[src/rtl/spi_master_shifter_if.sv]
// Bundle between the SPI shifter and its surroundings: TX/RX FIFO handshake,
// SPI pins, and status/control.
interface spi_master_shifter_if;
  logic       en;
  logic       tx_empty;
  logic       tx_rd;
  logic [7:0] tx_dout;
  logic       rx_full;
  logic       rx_wr;
  logic [7:0] rx_din;
  logic       sclk;
  logic       mosi;
  logic       miso;
  logic       ncs;
  logic       busy;
  logic       rx_ovf;
  logic       ovf_clr;

  modport master (
    input  en, tx_empty, tx_dout, rx_full, miso, ovf_clr,
    output tx_rd, rx_wr, rx_din, sclk, mosi, ncs, busy, rx_ovf
  );

  modport slave (
    output en, tx_empty, tx_dout, rx_full, miso, ovf_clr,
    input  tx_rd, rx_wr, rx_din, sclk, mosi, ncs, busy, rx_ovf
  );
endinterface

[src/rtl/spi_master_shifter.sv]
// SPI mode-0 master byte engine: pops TX FIFO, shifts MSB-first, pushes RX FIFO.
// Optional macro SPI_LOOPBACK_EN samples the internal MOSI register instead of the MISO pin.
module spi_master_shifter #(
  parameter int CLK_DIV = 4,
  parameter int CS_HOLD = 2
) (
  input  logic                  clk,
  input  logic                  rst,
  spi_master_shifter_if.master  bus
);
  localparam int DW = (CLK_DIV > 1) ? $clog2(CLK_DIV) : 1;
  localparam int HW = (CS_HOLD > 1) ? $clog2(CS_HOLD) : 1;
  localparam logic [DW-1:0] DIV_LAST  = DW'(CLK_DIV - 1);
  localparam logic [HW-1:0] HOLD_LAST = HW'(CS_HOLD - 1);

  typedef enum logic [2:0] {IDLE, POP, LOAD, SHIFT, DONE, HOLD} state_t;

  state_t        state;
  logic [DW-1:0] div_cnt;
  logic [3:0]    edge_cnt;
  logic [HW-1:0] hold_cnt;
  logic [7:0]    tx_sr;
  logic [7:0]    rx_sr;
  logic          sclk_q, mosi_q, ncs_q, tx_rd_q, rx_wr_q, busy_q, rx_ovf_q;
  logic [7:0]    rx_din_q;
  logic          sample;
  logic          more;

`ifdef SPI_LOOPBACK_EN
  assign sample = mosi_q;
`else
  assign sample = bus.miso;
`endif

  assign more = bus.en && !bus.tx_empty;

  always_ff @(posedge clk or posedge rst) begin
    if (rst) begin
      state    <= IDLE;
      div_cnt  <= '0;
      edge_cnt <= '0;
      hold_cnt <= '0;
      tx_sr    <= '0;
      rx_sr    <= '0;
      sclk_q   <= 1'b0;
      mosi_q   <= 1'b0;
      ncs_q    <= 1'b1;
      tx_rd_q  <= 1'b0;
      rx_wr_q  <= 1'b0;
      rx_din_q <= '0;
      busy_q   <= 1'b0;
      rx_ovf_q <= 1'b0;
    end else begin
      tx_rd_q <= 1'b0;
      rx_wr_q <= 1'b0;
      // An overflow set later in this block overrides the clear.
      if (bus.ovf_clr) rx_ovf_q <= 1'b0;
      case (state)
        IDLE: begin
          mosi_q <= 1'b0;
          if (more) begin
            state   <= POP;
            tx_rd_q <= 1'b1;
            busy_q  <= 1'b1;
          end else begin
            busy_q  <= 1'b0;
          end
        end
        POP: begin
          // Select drops on the way into LOAD so NCS is low for the LOAD cycle itself.
          ncs_q <= 1'b0;
          state <= LOAD;
        end
        LOAD: begin
          tx_sr    <= bus.tx_dout;
          mosi_q   <= bus.tx_dout[7];
          sclk_q   <= 1'b0;
          div_cnt  <= '0;
          edge_cnt <= '0;
          state    <= SHIFT;
        end
        SHIFT: begin
          if (div_cnt == DIV_LAST) begin
            div_cnt  <= '0;
            sclk_q   <= ~sclk_q;
            edge_cnt <= edge_cnt + 4'd1;
            if (!sclk_q) begin
              rx_sr <= {rx_sr[6:0], sample};
            end else if (edge_cnt != 4'd15) begin
              tx_sr  <= {tx_sr[6:0], 1'b0};
              mosi_q <= tx_sr[6];
            end
            if (edge_cnt == 4'd15) state <= DONE;
          end else begin
            div_cnt <= div_cnt + 1'b1;
          end
        end
        DONE: begin
          if (bus.rx_full) begin
            rx_ovf_q <= 1'b1;
          end else begin
            rx_wr_q  <= 1'b1;
            rx_din_q <= rx_sr;
          end
          if (more) begin
            state   <= POP;
            tx_rd_q <= 1'b1;
          end else begin
            state    <= HOLD;
            ncs_q    <= 1'b1;
            hold_cnt <= '0;
          end
        end
        HOLD: begin
          if (hold_cnt == HOLD_LAST) state <= IDLE;
          else                       hold_cnt <= hold_cnt + 1'b1;
        end
        default: state <= IDLE;
      endcase
    end
  end

  assign bus.sclk   = sclk_q;
  assign bus.mosi   = mosi_q;
  assign bus.ncs    = ncs_q;
  assign bus.tx_rd  = tx_rd_q;
  assign bus.rx_wr  = rx_wr_q;
  assign bus.rx_din = rx_din_q;
  assign bus.busy   = busy_q;
  assign bus.rx_ovf = rx_ovf_q;
endmodule

[src/flat_wrapper.sv]
// flat-port wrapper written by rule: the top's interface ports become plain ports
module spi_master_shifter_flat 
#(
  parameter int CLK_DIV = 4,
  parameter int CS_HOLD = 2
)
  (clk, rst, bus_en, bus_tx_empty, bus_tx_dout, bus_rx_full, bus_miso, bus_ovf_clr, bus_tx_rd, bus_rx_wr, bus_rx_din, bus_sclk, bus_mosi, bus_ncs, bus_busy, bus_rx_ovf);
  spi_master_shifter_if bus_i ();
  input  logic clk;
  input  logic rst;
  input wire logic [$bits(bus_i.en)-1:0] bus_en;
  input wire logic [$bits(bus_i.tx_empty)-1:0] bus_tx_empty;
  input wire logic [$bits(bus_i.tx_dout)-1:0] bus_tx_dout;
  input wire logic [$bits(bus_i.rx_full)-1:0] bus_rx_full;
  input wire logic [$bits(bus_i.miso)-1:0] bus_miso;
  input wire logic [$bits(bus_i.ovf_clr)-1:0] bus_ovf_clr;
  output wire logic [$bits(bus_i.tx_rd)-1:0] bus_tx_rd;
  output wire logic [$bits(bus_i.rx_wr)-1:0] bus_rx_wr;
  output wire logic [$bits(bus_i.rx_din)-1:0] bus_rx_din;
  output wire logic [$bits(bus_i.sclk)-1:0] bus_sclk;
  output wire logic [$bits(bus_i.mosi)-1:0] bus_mosi;
  output wire logic [$bits(bus_i.ncs)-1:0] bus_ncs;
  output wire logic [$bits(bus_i.busy)-1:0] bus_busy;
  output wire logic [$bits(bus_i.rx_ovf)-1:0] bus_rx_ovf;
  assign bus_i.en = bus_en;
  assign bus_i.tx_empty = bus_tx_empty;
  assign bus_i.tx_dout = bus_tx_dout;
  assign bus_i.rx_full = bus_rx_full;
  assign bus_i.miso = bus_miso;
  assign bus_i.ovf_clr = bus_ovf_clr;
  assign bus_tx_rd = bus_i.tx_rd;
  assign bus_rx_wr = bus_i.rx_wr;
  assign bus_rx_din = bus_i.rx_din;
  assign bus_sclk = bus_i.sclk;
  assign bus_mosi = bus_i.mosi;
  assign bus_ncs = bus_i.ncs;
  assign bus_busy = bus_i.busy;
  assign bus_rx_ovf = bus_i.rx_ovf;
  spi_master_shifter #(.CLK_DIV(CLK_DIV), .CS_HOLD(CS_HOLD)) u_core (.clk(clk), .rst(rst), .bus(bus_i));
endmodule
[config.mk]
export PLATFORM = sky130hd
export DESIGN_NAME = spi_master_shifter_flat
export DESIGN_NICKNAME = d
export VERILOG_FILES = /design/src/rtl/spi_master_shifter_if.sv /design/src/rtl/spi_master_shifter.sv /design/src/flat_wrapper.sv
export SDC_FILE = /design/constraint.sdc
export NUM_CORES = 1
export LEC_CHECK = 0
export CAP_MARGIN = 5
export CORE_ASPECT_RATIO = 1.1
export CORE_MARGIN = 1.5
export CORE_UTILIZATION = 45
export DETAILED_ROUTE_END_ITERATION = 12
export PLACE_DENSITY = 0.69
export SLEW_MARGIN = 20
export SYNTH_ARGS = -nofsm -noshare
export SYNTH_HDL_FRONTEND = slang
export SYNTH_SLANG_ARGS = --single-unit
[constraint.sdc]
create_clock -name clk -period 1.8 [get_ports clk]
set_input_delay 0.54 -clock clk [delete_from_list [all_inputs] [get_ports clk]]
set_output_delay 0.54 -clock clk [all_outputs]
set_load 0.01 [all_outputs]
# Word level (Yosys, flattened, before mapping)
# Index checks and enable logic that the tools add are counted.
# W data, S select, Z words.
[totals] reg_bits=40 in_bits=15
[op_classes] eq_ne=15 bitwise_logic=2 reduce_logical=16 n_mux=32 n_addsub=3
[op_table] op="$mux W7" n=3
[op_table] op="$pmux W3 S6" n=1
[op_table] op="$mux W3" n=5
[op_table] op="$mux W1" n=14
[op_table] op="$pmux W7 S2" n=1
[op_table] op="$ne A2 B1 Y1 const B" n=6
[op_table] op="$reduce_and A4 Y1" n=3
[op_table] op="$pmux W4 S2" n=1
[op_table] op="$reduce_and A2 Y1" n=4
[op_table] op="$eq A3 B2 Y1 const B" n=2
[op_table] op="$eq A3 B3 Y1 const B" n=2
[op_table] op="$pmux W1 S2" n=3
[op_table] op="$reduce_bool A2 Y1" n=3
[op_table] op="$add A4 B1 Y4 const B" n=1
[op_table] op="$eq A4 B4 Y1 const B" n=1
[op_table] op="$mux W4" n=1
[op_table] op="$ne A4 B4 Y1 const B" n=1
[op_table] op="$pmux W2 S2" n=1
[op_table] op="$eq A3 B1 Y1 const B" n=1
[op_table] op="$logic_not A3 Y1" n=1
[op_table] op="$pmux W1 S3" n=1
[op_table] op="$reduce_and A3 Y1" n=1
[op_table] op="$reduce_bool A3 Y1" n=1
[op_table] op="$add A2 B1 Y2 const B" n=1
[op_table] op="8 further kinds" n=9

# Longest topological paths before layout
# Gate-level depths: netlist of run 1.
[logic_depth] ltp_word=5 mapped_depth=6

# Worst setup path before layout of run 1
# OpenSTA, ideal clock, no wires.
[synth_path] kind="reg2reg" startpoint="register u_core.div_cnt[0]" endpoint="register u_core.tx_sr[1]" setup_time_ps=99 synth_period_minus_slack_ps=1596 n_path_buf=2 stages_incl_launch_ff=7 arrival_ps=1496 setup_slack_ps=204 cell_sequence="dfrtp_1 -> ha_1 -> and2_1 -> buf_2 -> and3_1 -> buf_2 -> a311oi_1"
[synth_between] elab_chain_cells=3
[synth_lines] element="start: declaration" line="spi_master_shifter.sv:19" rtl="logic [DW-1:0] div_cnt;"
[synth_lines] element="start signal: assignment" line="spi_master_shifter.sv:95" rtl="div_cnt <= div_cnt + 1'b1;"
[synth_lines] element="$eq A2 B2 Y1" line="spi_master_shifter.sv:83" rtl="if (div_cnt == DIV_LAST) begin"
[synth_lines] element="$ne A2 B1 Y1 (no source line)"
[synth_lines] element="$reduce_and A4 Y1 (no source line)"
[synth_lines] element="end signal: assignment" line="spi_master_shifter.sv:75" rtl="tx_sr <= bus.tx_dout;"
[synth_lines] element="end signal: assignment" line="spi_master_shifter.sv:90" rtl="tx_sr <= {tx_sr[6:0], 1'b0};"
[synth_lines] element="end: declaration" line="spi_master_shifter.sv:22" rtl="logic [7:0] tx_sr;"
# Every way passes these cells.
# A chain may end at the register's enable or synchronous reset.

# Worst setup path in the final report of run 1
[layout_path] startpoint="register u_core.mosi_q (netlist: u_core.bus.mosi)" endpoint="output bus_mosi"
[layout_lines] element="start: declaration" line="spi_master_shifter.sv:24" rtl="logic sclk_q, mosi_q, ncs_q, tx_rd_q, rx_wr_q, busy_q, rx_ovf_q;"
[layout_lines] element="start signal: assignment" line="spi_master_shifter.sv:76" rtl="mosi_q <= bus.tx_dout[7];"
[layout_lines] element="start signal: assignment" line="spi_master_shifter.sv:91" rtl="mosi_q <= tx_sr[6];"
[layout_lines] element="end: declaration" line="flat_wrapper.sv:21" rtl="output wire logic [$bits(bus_i.mosi)-1:0] bus_mosi;"
# No word-level cell between the ends.

==> metrics.txt, run 1 <==
outcome=complete, no violations; htree depth=2; post-synth top area cell=dfrtp_1; Num CTS Buffers=5; die area=4400 um^2; Iter 0 DRT Violations=64; HPWL after DPL=2.54 mm; CTS tree=built; FF-to-FF path depth=4; # IOs=30; max cap viols=0; fin nets=209; Worst R2R Setup Slack=0.12 ns; CTS root buffer=clkbuf_8; Pwr Density=676 nW/um^2; Reg clk slew, reported paths=0.08 ns; # clock sinks=40; RR Endpoint=u_core.rx_sr[1]; clock skew=0.0105 ns; die width=63.4 um; max incr delay on CP=0.55 ns; CP max stage cell=clkdlybuf4s50_1; slew margin rel.=0.737; number of synthesized register bits=40; placed insts=234; Pleak=1.01 nW; crit path cell chain=clkdlybuf4s50_1; Worst Path Class, Setup=flip-flop to output port; RSZ-0062 raised after global routing=no; Worst-Margin Slew=0.391 ns; Fin. Hold Viols=0; wire length of the first global-routing pass=6.38 mm; Final Power=1.54 mW; commonest cells after routing, fill and taps aside=39 x dfrtp_1, 27 x clkdlybuf4s50_1, 16 x mux2_2, 11 x buf_4, 10 x inv_1; IO buf count=29; Area contributors post-synth=dfrtp_1 54%, mux2_2 10%, o22ai_1 2.8%; Worst Hold Endpoint=u_core.bus.busy; Net Count, Synth=171; crit start category=flip-flop; register area share after synthesis=0.555; min Tclk post-route=1.74 ns; Top delay family on crit path=buffers and inverters; Fin Setup TNS=0 ns; vias per cell=5.57; Non-Filler Instances=243; maximum fanout along the worst path=2; Die Span Y=69.4 um; final instance area=2280 um^2; final core utilization=0.611; Clk Latency, worst-skew pair=0.29 ns; largest net degree at the start of global routing=23; Initial Util=0.483; crit end category=output port; core area=3740 um^2; Max Root-Sink Buffers=2; number of remaining DRC errors=0; Setup Viol. Count Final=0; final period utilization=0.966; Overall Global Routing Usage=0.182; Synth Area per Inst=11.7 um^2; Cell variety after synth=38; Yosys top cell area share=0.541; most common cell after layout, fill and taps aside=dfrtp_1; total wire length=3.60 mm; Worst Path Arrival=1.20 ns; ant diodes=0; drt first pass iters=4; fraction of layout cells with a size suffix above 1=0.202; initial antenna violation count=0; Hold Path Depth=2; Final GP Congestion=0.748; area post-placement=2190 um^2; Site Rows=23; FF-to-FF Start=u_core.div_cnt[0]; Crit path buffers/inverters=1; post-DR wirelength/cell=14.8 um; YS warnings=0; Max Slew Vio Count=0; HP Start=u_core.bus.busy; f_max=575 MHz; total gr overflow=0; worst min path class=flip-flop to flip-flop; Critical Path RT=1.26 ns; area grow syn2layout=26.5%; Antenna Nets Post-Route=0; Crit. path cell count=1; Max IR drop VDD=0.486 mV; number of global-route vias before repair=1419; Mapped Cells=154; via count=1353; Mapped Area=1810 um^2
==> metal layers <==
layer,track usage,part of all wire,vias up
met1,0.230,0.44,663
met4,0.0676,0.013,0
met3,0.0487,0.041,6
met2,0.298,0.51,35
met5,0,0,-
li1,-,-,649
==> logic make-up after synthesis <==
family	after synthesis	share of synthesized area
flops	40	0.555
buf+inv	20	0.0444
fa+ha+maj	2	0.0139
compound gates	44	0.173
simple gates	32	0.114
mux	16	0.0998
==> worst max path at each step <==
| stage | startpoint | to | slack, ns |
|---|---|---|---|
| after floorplan | u_core.div_cnt[0] | u_core.tx_sr[1] | 0.20 |
| after global placement | bus_rx_full | u_core.bus.rx_din[3] | -0.01 |
| after detailed placement | bus_rx_full | u_core.bus.rx_din[0] | -0.04 |
| after CTS | u_core.bus.rx_ovf | bus_rx_ovf | 0.03 |
| after global routing | u_core.bus.mosi | bus_mosi | 0.004 |
| final | u_core.bus.mosi | bus_mosi | 0.06 |
==> power breakdown <==
part / switching [mW] / internal [mW]
clock network: 0.288 / 0.272
logic: 0.0286 / 0.0402
registers: 0.00711 / 0.909
total: 0.324 / 1.22
==> layout make-up <==
| cell class | count | area, um^2 |
|---|---|---|
| tap | 50 | 62.6 |
| fill | 337 | 1460 |
| clock buffer | 7 | 76.3 |
| inverter | 11 | 41.3 |
| multi-input combinational | 94 | 723 |
| timing repair buffer | 40 | 374 |
| sequential | 40 | 1000 |
| clock inverter | 1 | 5.00 |
==> worst register-to-register path, delay by kind of cell, from the launching register on <==
kind,cells,cell delay [ns]
AND/OR/NAND/NOR,2,0.50
multiplexers,1,0.37
adder cells (fa/ha/maj),1,0.31
flip-flops,1,0.38
==> cells in the mapped netlist (all sizes together) <==
cell type,count
a211oi,6
a21boi,2
a21o,3
a21oi,3
a221oi,1
a22o,1
a311oi,5
a32o,1
a41oi,1
and2,1
and2b,1
and3,2
and4,1
buf,6
clkbuf,3
dfrtp,39
dfstp,1
ha,2
inv,11
mux2,16
nand2,5
nand2b,3
nand3,5
nand4,2
nand4b,1
nor2,4
nor2b,3
nor3,2
nor4,1
o21ai,7
o22ai,8
o2bb2ai,2
o31ai,3
o41ai,1
or3b,1
==> flip-flops by register name (all words and copies together) (netlist names), 2 cells and up <==
name and cells:
u_core.div_cnt 2, u_core.rx_sr 8, u_core.bus.rx_din 8, u_core.state 3
u_core.tx_sr 7, u_core.edge_cnt 4
==> stage by stage <==
| step | hold WS [ns] | worst slack (ns) |
|---|---|---|
| final | 0.501 | 0.0615 |
| after global routing | 0.533 | 0.00382 |
| after CTS | 0.503 | 0.0304 |
| after detailed placement | 0.480 | -0.0421 |
| after global placement | 0.453 | -0.0145 |
| after floorplan | 0.443 | 0.204 |
==> timing repair <==
action / CTS / global route
resized for setup: 1 / 1
buffers inserted: 1 / 0
hold buffers: 0 / 0
endpoints found under the setup margin: 2 / 1
(Power assumes the default switching activity.)
==> run 2, diff against run 1 <==
Settings changed: CTS_CLUSTER_SIZE set to 30.
==> results of run 2 <==
The final DEF is identical to that of run 1; final timing and power are the same.
==> run 3, diff against run 2 <==
Settings changed: CORE_MARGIN 1.5 to 8.
==> run 3 against run 2 <==
  * Sequential share of layout area shrank 0.62 points
  * Clock power grew 7.5%
  * Sequential power is essentially flat
  * Clock-buffer cell count shrank 1
  * Die area grew 43%
  * Final area grew 1.4%
  * Utilization shrank 1.7 points
  * Combinational power grew 2%
  * Register-to-register slack gained 0.03 ns
  * Worst setup slack gained 0.0015 ns
  * Worst hold slack gained 0.0054 ns
  * Critical endpoint is now bus_rx_din[3]
  * Highest routed layer unchanged
==> metrics.txt, run 3 (synthesis gave the netlist of run 1 again) <==
maximum fanout along the worst path=2 (unchanged); area post-placement=2210 um^2 (+0.68%); outcome=complete, no violations; die area=6300 um^2 (+43%); Clk Latency, worst-skew pair=0.29 ns (about the same); RSZ-0062 raised after global routing=no; number of global-route vias before repair=1419 (unchanged); final instance area=2320 um^2 (+1.4%); CTS tree=built; clock skew=0.00989 ns (-0.000597 ns); # hold bufs at CTS=0 (unchanged); area occupied by multi-input gates=729 um^2 (+0.87%); drt first pass iters=4 (unchanged); Worst Path Class, Setup=flip-flop to output port; # clock sinks=40 (unchanged); Top delay family on crit path=buffers and inverters; post-DR wirelength/cell=15.7 um (+6.1%); Final GP Congestion=0.797 (+6.6%); crit path cell chain=clkdlybuf4s50_1; Fin. Hold Viols=0 (unchanged); Max IR drop VDD=0.396 mV (-18%); CP max stage cell=clkdlybuf4s50_1; vias per cell=5.59 (+0.31%); slew margin rel.=0.764 (+0.0266); final period utilization=0.965 (about the same); Setup Viol. Count Final=0 (unchanged); Worst-Margin Slew=0.351 ns (-0.0395 ns); fin nets=210 (+0.48%); total wire length=3.86 mm (+7.5%); total gr overflow=0 (unchanged); f_max=576 MHz (about the same); max incr delay on CP=0.55 ns (about the same); min Tclk post-route=1.74 ns (-0.00146 ns); IO buf count=29 (unchanged); wire length of the first global-routing pass=6.55 mm (+2.7%); max cap viols=0 (unchanged); Worst Path Arrival=1.20 ns (about the same); crit end category=output port; most common cell after layout, fill and taps aside=dfrtp_1; htree depth=2 (unchanged); Crit path buffers/inverters=1 (unchanged); via count=1374 (+1.6%); die width=76.4 um (+21%); fill cell count=353 (+4.7%); register area=1000 um^2 (unchanged); crit start category=flip-flop; Pwr Density=685 nW/um^2 (+1.4%); core area=3900 um^2 (+4.3%); fraction of layout cells with a size suffix above 1=0.216 (+0.0144); worst min path class=flip-flop to flip-flop; largest net degree at the start of global routing=41 (+78%); Pleak=1.00 nW (-0.43%); CTS root buffer=clkbuf_8; Overall Global Routing Usage=0.131 (-0.0515); Num CTS Buffers=5 (unchanged); HPWL after DPL=2.78 mm (+9.3%); Max Root-Sink Buffers=2 (unchanged); Critical Path RT=1.26 ns (about the same); initial antenna violation count=0 (unchanged); area grow syn2layout=28.3%; Max Slew Vio Count=0 (unchanged); hold_ws=0.506 ns (+0.00536 ns); ant diodes=0 (unchanged); Iter 0 DRT Violations=40 (-38%); Reg clk slew, reported paths=0.07 ns (about the same); # IOs=30 (unchanged); Antenna Nets Post-Route=0 (unchanged); number of remaining DRC errors=0 (unchanged); Site Rows=24 (+4.3%); commonest cells after routing, fill and taps aside=39 x dfrtp_1, 27 x clkdlybuf4s50_1, 16 x mux2_2, 10 x inv_1, 10 x buf_4; Die Span Y=82.4 um (+19%); Initial Util=0.463 (-0.0201)
-- run 3: cell count changes in the layout (fill, tap and decap cells not counted) --
cell      previous run  this run
clkbuf_1             2         0
nor2_2               0         1
buf_12               0         1
clkbuf_8             5         6
buf_4               11        10
clkinv_2             1         2
-- run 3: per-layer routing --
metal / share of wire / vias up / track usage
met3: 0.053 / 5 / 0.0444
met2: 0.51 / 29 / 0.231
li1: - / 652 / -
met4: 0.011 / 0 / 0.0577
met1: 0.43 / 688 / 0.142
met5: 0 / - / 0
-- run 3: area by class of cell --
| type | count | share of cell area |
|---|---|---|
| Tap cell | 52 | 0.0281 |
| Clock inverter | 2 | 0.00432 |
| Multi-Input combinational cell | 95 | 0.315 |
| Sequential cell | 40 | 0.433 |
| Clock buffer | 6 | 0.0356 |
| Timing Repair Buffer | 40 | 0.167 |
| Inverter | 11 | 0.0178 |
-- run 3: what timing repair did --
action                     CTS  global route
setup endpoints to repair    2             4
resized for setup            1             1
buffers inserted             1             0
cloned                       0             1
-- run 3: worst paths after layout --
kind / from / to / slack [ns] / cells after the start
worst min-delay path: u_core.div_cnt[1] / u_core.div_cnt[1] / 0.51 / 2
max in group asynchronous: rst / u_core.bus.ncs / 0.94 / 3
worst max register to register: u_core.div_cnt[0] / u_core.rx_sr[1] / 0.15 / 4
worst min register to register: u_core.div_cnt[1] / u_core.div_cnt[1] / 0.51 / 2
min in group asynchronous: rst / u_core.bus.rx_ovf / 0.60 / 3
worst max-delay path: u_core.bus.rx_din[3] / bus_rx_din[3] / 0.06 / 1
-- run 3: through the flow --
step	instances	utilization	power, mW	TNS, ns	worst slack (ns)
floorplan	154	-	0.957	0	0.204
global placement	236	0.566	1.00	-0.110	-0.0143
detailed placement	236	0.566	1.01	-0.196	-0.0356
CTS	245	0.591	1.61	0	0.0408
global route	246	0.594	1.66	0	0.00750
finish	246	0.594	1.59	0	0.0629
-- run 3: where the power goes --
part	total [mW]	switching [mW]	leakage, nW	internal, mW
clock network	0.602	0.296	0.0510	0.306
registers	0.916	0.00727	0.491	0.908
logic	0.0702	0.0284	0.461	0.0418
